--- src/rtl/bin2bcd_seq_pkg.sv ---
// Shared constants and FSM state type for the BCD converter and the 6-digit scan driver.
// Digit count and packing live here so both sides stay consistent.
package bin2bcd_seq_pkg;

   localparam int unsigned NUM_DIGITS = 6;
   localparam int unsigned BCD_W      = 4;
   localparam int unsigned DATA_W     = NUM_DIGITS * BCD_W;
   localparam int unsigned MAX_DEC    = 999999;

   typedef enum logic [0:0] {
      StIdle,
      StShift
   } state_e;

endpackage

--- src/rtl/bin2bcd_seq_bcd_add3.sv ---
// Combinational shift-add-3 correction cell: a BCD digit of 5 or more gets +3.
module bin2bcd_seq_bcd_add3 (
   input  logic [3:0] din,
   output logic [3:0] dout
);

   always_comb begin
      dout = din;
      if (din >= 4'd5) begin
         dout = din + 4'd3;
      end
   end

endmodule

--- src/rtl/bin2bcd_seq.sv ---
// Sequential binary-to-BCD converter, one bit per clock; outputs change only on the done cycle.
// Define BIN2BCD_SAT_EN to clamp inputs above MAX_DEC to 999999 instead of wrapping mod 10^6.
module bin2bcd_seq #(
   parameter int unsigned BIN_W   = 20,
   parameter int unsigned MAX_DEC = bin2bcd_seq_pkg::MAX_DEC
) (
   input  logic                                clk,
   input  logic                                rst,
   input  logic                                start,
   input  logic [BIN_W-1:0]                    bin,
   input  logic [bin2bcd_seq_pkg::NUM_DIGITS-1:0] dp_sel,
   output logic                                busy,
   output logic                                done,
   output logic [bin2bcd_seq_pkg::DATA_W-1:0]  data,
   output logic [bin2bcd_seq_pkg::NUM_DIGITS-1:0] point,
   output logic                                ovf
);

   import bin2bcd_seq_pkg::*;

   localparam int unsigned CNT_W = $clog2(BIN_W);

   state_e                  state_q, state_d;
   logic [CNT_W-1:0]        cnt_q, cnt_d;
   logic [BIN_W-1:0]        shift_q, shift_d;
   logic [DATA_W-1:0]       scratch_q, scratch_d;
   logic [DATA_W-1:0]       corr;
   logic [NUM_DIGITS-1:0]   mask_q, mask_d;
   logic                    ovf_next_q, ovf_next_d;
   logic [DATA_W-1:0]       data_q, data_d;
   logic [NUM_DIGITS-1:0]   point_q, point_d;
   logic                    ovf_q, ovf_d;
   logic                    done_q, done_d;
   logic                    bin_over;
   logic [BIN_W-1:0]        load_val;

   assign bin_over = 32'(bin) > MAX_DEC;

`ifdef BIN2BCD_SAT_EN
   localparam logic [31:0] MaxDecVec = 32'(MAX_DEC);
   assign load_val = bin_over ? MaxDecVec[BIN_W-1:0] : bin;
`else
   assign load_val = bin;
`endif

   for (genvar g = 0; g < NUM_DIGITS; g++) begin : g_digit
      bin2bcd_seq_bcd_add3 u_add3 (
         .din  (scratch_q[g*BCD_W +: BCD_W]),
         .dout (corr[g*BCD_W +: BCD_W])
      );
   end

   always_comb begin
      state_d    = state_q;
      cnt_d      = cnt_q;
      shift_d    = shift_q;
      scratch_d  = scratch_q;
      mask_d     = mask_q;
      ovf_next_d = ovf_next_q;
      data_d     = data_q;
      point_d    = point_q;
      ovf_d      = ovf_q;
      done_d     = 1'b0;
      unique case (state_q)
         StIdle: begin
            if (start) begin
               shift_d    = load_val;
               scratch_d  = '0;
               mask_d     = dp_sel;
               ovf_next_d = bin_over;
               cnt_d      = '0;
               state_d    = StShift;
            end
         end
         StShift: begin
            // Top bit of the most significant digit falls off: result is value mod 10^6.
            {scratch_d, shift_d} = {corr[DATA_W-2:0], shift_q, 1'b0};
            cnt_d = cnt_q + 1'b1;
            if (cnt_q == CNT_W'(BIN_W - 1)) begin
               data_d  = scratch_d;
               point_d = mask_q;
               ovf_d   = ovf_next_q;
               done_d  = 1'b1;
               cnt_d   = '0;
               state_d = StIdle;
            end
         end
         default: state_d = StIdle;
      endcase
   end

   always_ff @(posedge clk) begin
      if (rst) begin
         state_q    <= StIdle;
         cnt_q      <= '0;
         shift_q    <= '0;
         scratch_q  <= '0;
         mask_q     <= '0;
         ovf_next_q <= 1'b0;
         data_q     <= '0;
         point_q    <= '0;
         ovf_q      <= 1'b0;
         done_q     <= 1'b0;
      end else begin
         state_q    <= state_d;
         cnt_q      <= cnt_d;
         shift_q    <= shift_d;
         scratch_q  <= scratch_d;
         mask_q     <= mask_d;
         ovf_next_q <= ovf_next_d;
         data_q     <= data_d;
         point_q    <= point_d;
         ovf_q      <= ovf_d;
         done_q     <= done_d;
      end
   end

   assign busy  = (state_q == StShift);
   assign done  = done_q;
   assign data  = data_q;
   assign point = point_q;
   assign ovf   = ovf_q;

endmodule
--- config.mk ---
export PLATFORM = sky130hd
export DESIGN_NAME = bin2bcd_seq
export DESIGN_NICKNAME = d
export VERILOG_FILES = /design/src/rtl/bin2bcd_seq_pkg.sv /design/src/rtl/bin2bcd_seq_bcd_add3.sv /design/src/rtl/bin2bcd_seq.sv
export SDC_FILE = /design/constraint.sdc
export NUM_CORES = 1
export LEC_CHECK = 0
export ABC_AREA = 1
export BUFFER_PORTS_ARGS = -buffer_cell sky130_fd_sc_hd__buf_2
export CAP_MARGIN = 25
export CELL_PAD_IN_SITES_DETAIL_PLACEMENT = 1
export CELL_PAD_IN_SITES_GLOBAL_PLACEMENT = 1
export CORE_ASPECT_RATIO = 1.5
export CORE_MARGIN = 1
export CORE_UTILIZATION = 44
export CTS_BUF_LIST = sky130_fd_sc_hd__clkbuf_4 sky130_fd_sc_hd__clkbuf_8 sky130_fd_sc_hd__clkbuf_16
export DETAILED_ROUTE_END_ITERATION = 8
export PLACE_DENSITY = 0.95
export SYNTH_ARGS = -nofsm -noshare
export SYNTH_HDL_FRONTEND = slang
export SYNTH_HIERARCHICAL = 1
export SYNTH_SLANG_ARGS = --single-unit
--- constraint.sdc ---
create_clock -name clk -period 3.73 [get_ports clk]
set_clock_uncertainty 0.1 [all_clocks]
set_input_delay 0.9325 -clock clk [delete_from_list [all_inputs] [get_ports clk]]
set_output_delay 0.9325 -clock clk [all_outputs]
set_load 0.02 [all_outputs]
Word-level counts from Yosys, hierarchy flattened

Cells that the tools add are included.
Widths: inputs -> output; s select.

Add/subtract/negate cells: 7
Magnitude comparators: 7
Equal/unequal tests: 2
Muxes and demuxes: 17
Bitwise logic cells: 1
Reductions and logical operators: 3

Operator list:

| kind                 | count |
|---|---|
| $pmux 24 s2          | 1 |
| $pmux 20 s2          | 1 |
| $ge 4x3->1 const B   | 6 |
| $mux 24              | 1 |
| $add 4x2->4 const B  | 5 |
| $gt 20x20->1 const B | 1 |
| $mux 20              | 1 |
| $mux 4               | 5 |
| $mux 5               | 2 |
| $pmux 5 s2           | 1 |
| $add 5x1->5 const B  | 1 |
| $eq 5x5->1 const B   | 1 |
| $reduce_and 2->1     | 2 |
| $add 3x2->3 const B  | 1 |
| $mux 1               | 3 |
| $mux 3               | 1 |
| $ne 2x2->1 const B   | 1 |
| $pmux 1 s2           | 1 |
| $reduce_or 2->1      | 1 |
| $not 1->1            | 1 |

Flip-flop bits (word level): 89
Input port bits: 29
Logic and storage cells: 47

Logic depth before layout (Yosys ltp)

Depth after elaboration: 3
Depth in mapped cells: 9

Cells and area by module

Netlist, hierarchy kept.

Modules (own cells, without submodules):

| module               | times used | cells an instance | area an instance (um2) |
|---|---|---|---|
| bin2bcd_seq          | 1          | 468               | 3437.0 |
| bin2bcd_seq_bcd_add3 | 6          | 23                | 135.1 |

Worst setup path before layout

No wires, ideal clock.

Path type: input to register
Start: in start
End: reg shift_q[15]
Setup time: 0.057 ns
Arrival time: 1.556 ns
Data required time: 3.573 ns
Slack: 2.017 ns
Cell stages on the path: 7
Cell sequence: inv_2 nor2_4 inv_2 buf_6 o211ai_2 nand2_1 inv_1

Word-level cells in the longest chain between the ends: 1

RTL lines:

| item                   | RTL line           | source |
|---|---|---|
| start: declaration     | bin2bcd_seq.sv:9   | `input logic start,` |
| $ne 2x2->1 (no line)   | --                 |  |
| end signal: assignment | bin2bcd_seq.sv:107 | `shift_q <= shift_d;` |
| end: declaration       | bin2bcd_seq.sv:25  | `logic [BIN_W-1:0] shift_q, shift_d;` |

No other way between the ends.
A chain may end at the register's enable or synchronous reset.

Final worst setup path

Start: reg state_q, in the netlist busy
End: out busy

RTL lines:

| item                     | RTL line           | source |
|---|---|---|
| start: declaration       | bin2bcd_seq.sv:23  | `state_e state_q, state_d;` |
| start signal: assignment | bin2bcd_seq.sv:94  | `state_q <= StIdle;` |
| start signal: assignment | bin2bcd_seq.sv:105 | `state_q <= state_d;` |
| end: declaration         | bin2bcd_seq.sv:12  | `output logic busy,` |

No word-level cell between the ends.

==> qor.txt <==
H-tree lvl count = 3
Slowest-stage cell, CP = dfxtp_2
Worst setup SP type = register
max-capacitance violation count = 0
starting density of the core = 45.36%
final worst slack = 1.336 ns
clk_lat worst skew = 0.35 ns
post-layout util = 52.32%
Final Hold Viols = 0
final wirelength = 11030 um
Die Wd = 81.98 um
# hold bufs at CTS = 0
critical path type = register to output port
Final nets = 695
RSZ-0062 raised after global routing = no
vias per cell = 5.143
post-synth net total = 643
Worst-path clk slew = 0.06 ns
fin cells = 770
DR WL/cell = 14.32 um
gpl congestion = 0.7781
# diodes = 0
Buffers on Ports = 61
Detail Route Antenna Nets = 0
full die area = 9998 sq um
Post-DP Area = 4539 sq um
fmax = 417.6 MHz
crit end category = output port
dpl ws = 1.282 ns
I/O Pins = 62
Final Slew Violations = 0
Resized cells post-CTS = 0
DRT iter0 DRCs = 166
core area = 9308 sq um
Netlist Area Pre-Place = 4222 sq um
Critical Path RT = 2.70 ns
Core Rows = 43
Final TNS setup = 0 ns
initial antenna violation count = 0
first-pass GRT wire length = 18830 um
DRC viols = 0
TritonCTS clock tree = done
Largest stage delay, worst path = 0.73 ns
Leak = 2.322 nW
Pwr Total = 2.113 mW
worst path cell trace = buf_2
setup bufs post-CTS = 0
cts bufs inserted = 9
P per Cell Area = 434.0 nW/um^2
post-route minimum period = 2.394 ns
critical path data arrival time = 1.36 ns
Total GRT Usage = 24.60%
CP top delay family = flip-flops
Post-Place Cells = 754
half-perimeter wire length after placement = 7793 um
largest fanout on the critical path = 30
largest net degree at the start of global routing = 33
synthesized netlist cell count = 601
FF-to-FF setup slack = 1.71 ns
Max VDD drop = 0.3206 mV
Final setup violation count = 0
DR pass1 iterations = 4
Longest Clk Path Bufs = 2
Slew HR = 52.94%
Die Ht = 122.0 um
layout cells sized above 1 = 19.60%
post-route cell area = 4870 sq um
Fin Hold WS = 0.3404 ns
remaining global-route overflow = 0
via count = 3960
clock sinks = 89
area growth from synthesis to layout = 15.35%
worst slew pin tran = 0.7042 ns
Syn. warnings = 6
worst path buffer plus inverter count = 1
outcome = finished, final reports clean
vias in the first global route = 4268
syn_area_per_cell = 7.024 sq um
clk root buf = clkbuf_16
most common cell after layout, fill and taps aside = nand2_1
Hold Crit Class = register to register
final period utilization = 64.19%
most frequent cells in the layout = 266 x nand2_1, 88 x dfxtp_1, 61 x buf_2
power breakdown:
part           total [mW]  switching (mW)  internal, mW
registers           0.991          0.0195         0.971
logic               0.116          0.0777        0.0387
clock network        1.01           0.385         0.621
cell type report:
cell class	instances	area, sq um
Tap cell	112	140.1
Timing Repair Buffer	64	327.8
Inverter	61	229.0
Fill cell	1233	4438
Sequential cell	89	1783
Clock inverter	5	77.57
Clock buffer	11	252.7
Multi-Input combinational cell	428	2059
state kept, by name, indices dropped and copies added, names as in the netlist:
| register | cells |
|---|---|
| cnt_q | 5 |
| mask_q | 6 |
| done | 1 |
| point | 6 |
| scratch_q | 24 |
| data | 24 |
| ovf | 1 |
| busy | 1 |
| shift_q | 20 |
| ovf_next_q | 1 |
per-layer routing:
layer,GRT usage [%],part of all wire [%]
met5,0,0
met4,10.09,1.9
met3,5.094,3.2
met2,46.80,57
met1,24.94,38
worst reg2reg max path, cell delays in order (launching register included):
cell      delay [ns]
dfxtp_2         0.51
nor2_4          0.65
buf_4           0.38
nand2_1         0.10
o211ai_1        0.11
nand2_1         0.08
inv_1           0.05
final timing paths:
kind	end	start	cells after the start
worst max-delay path	busy	busy	1
worst min-delay path	data[5]	data[5]	2
worst max register to register	shift_q[6]	busy	6
worst min register to register	data[5]	data[5]	2
(Power assumes the default switching activity.)
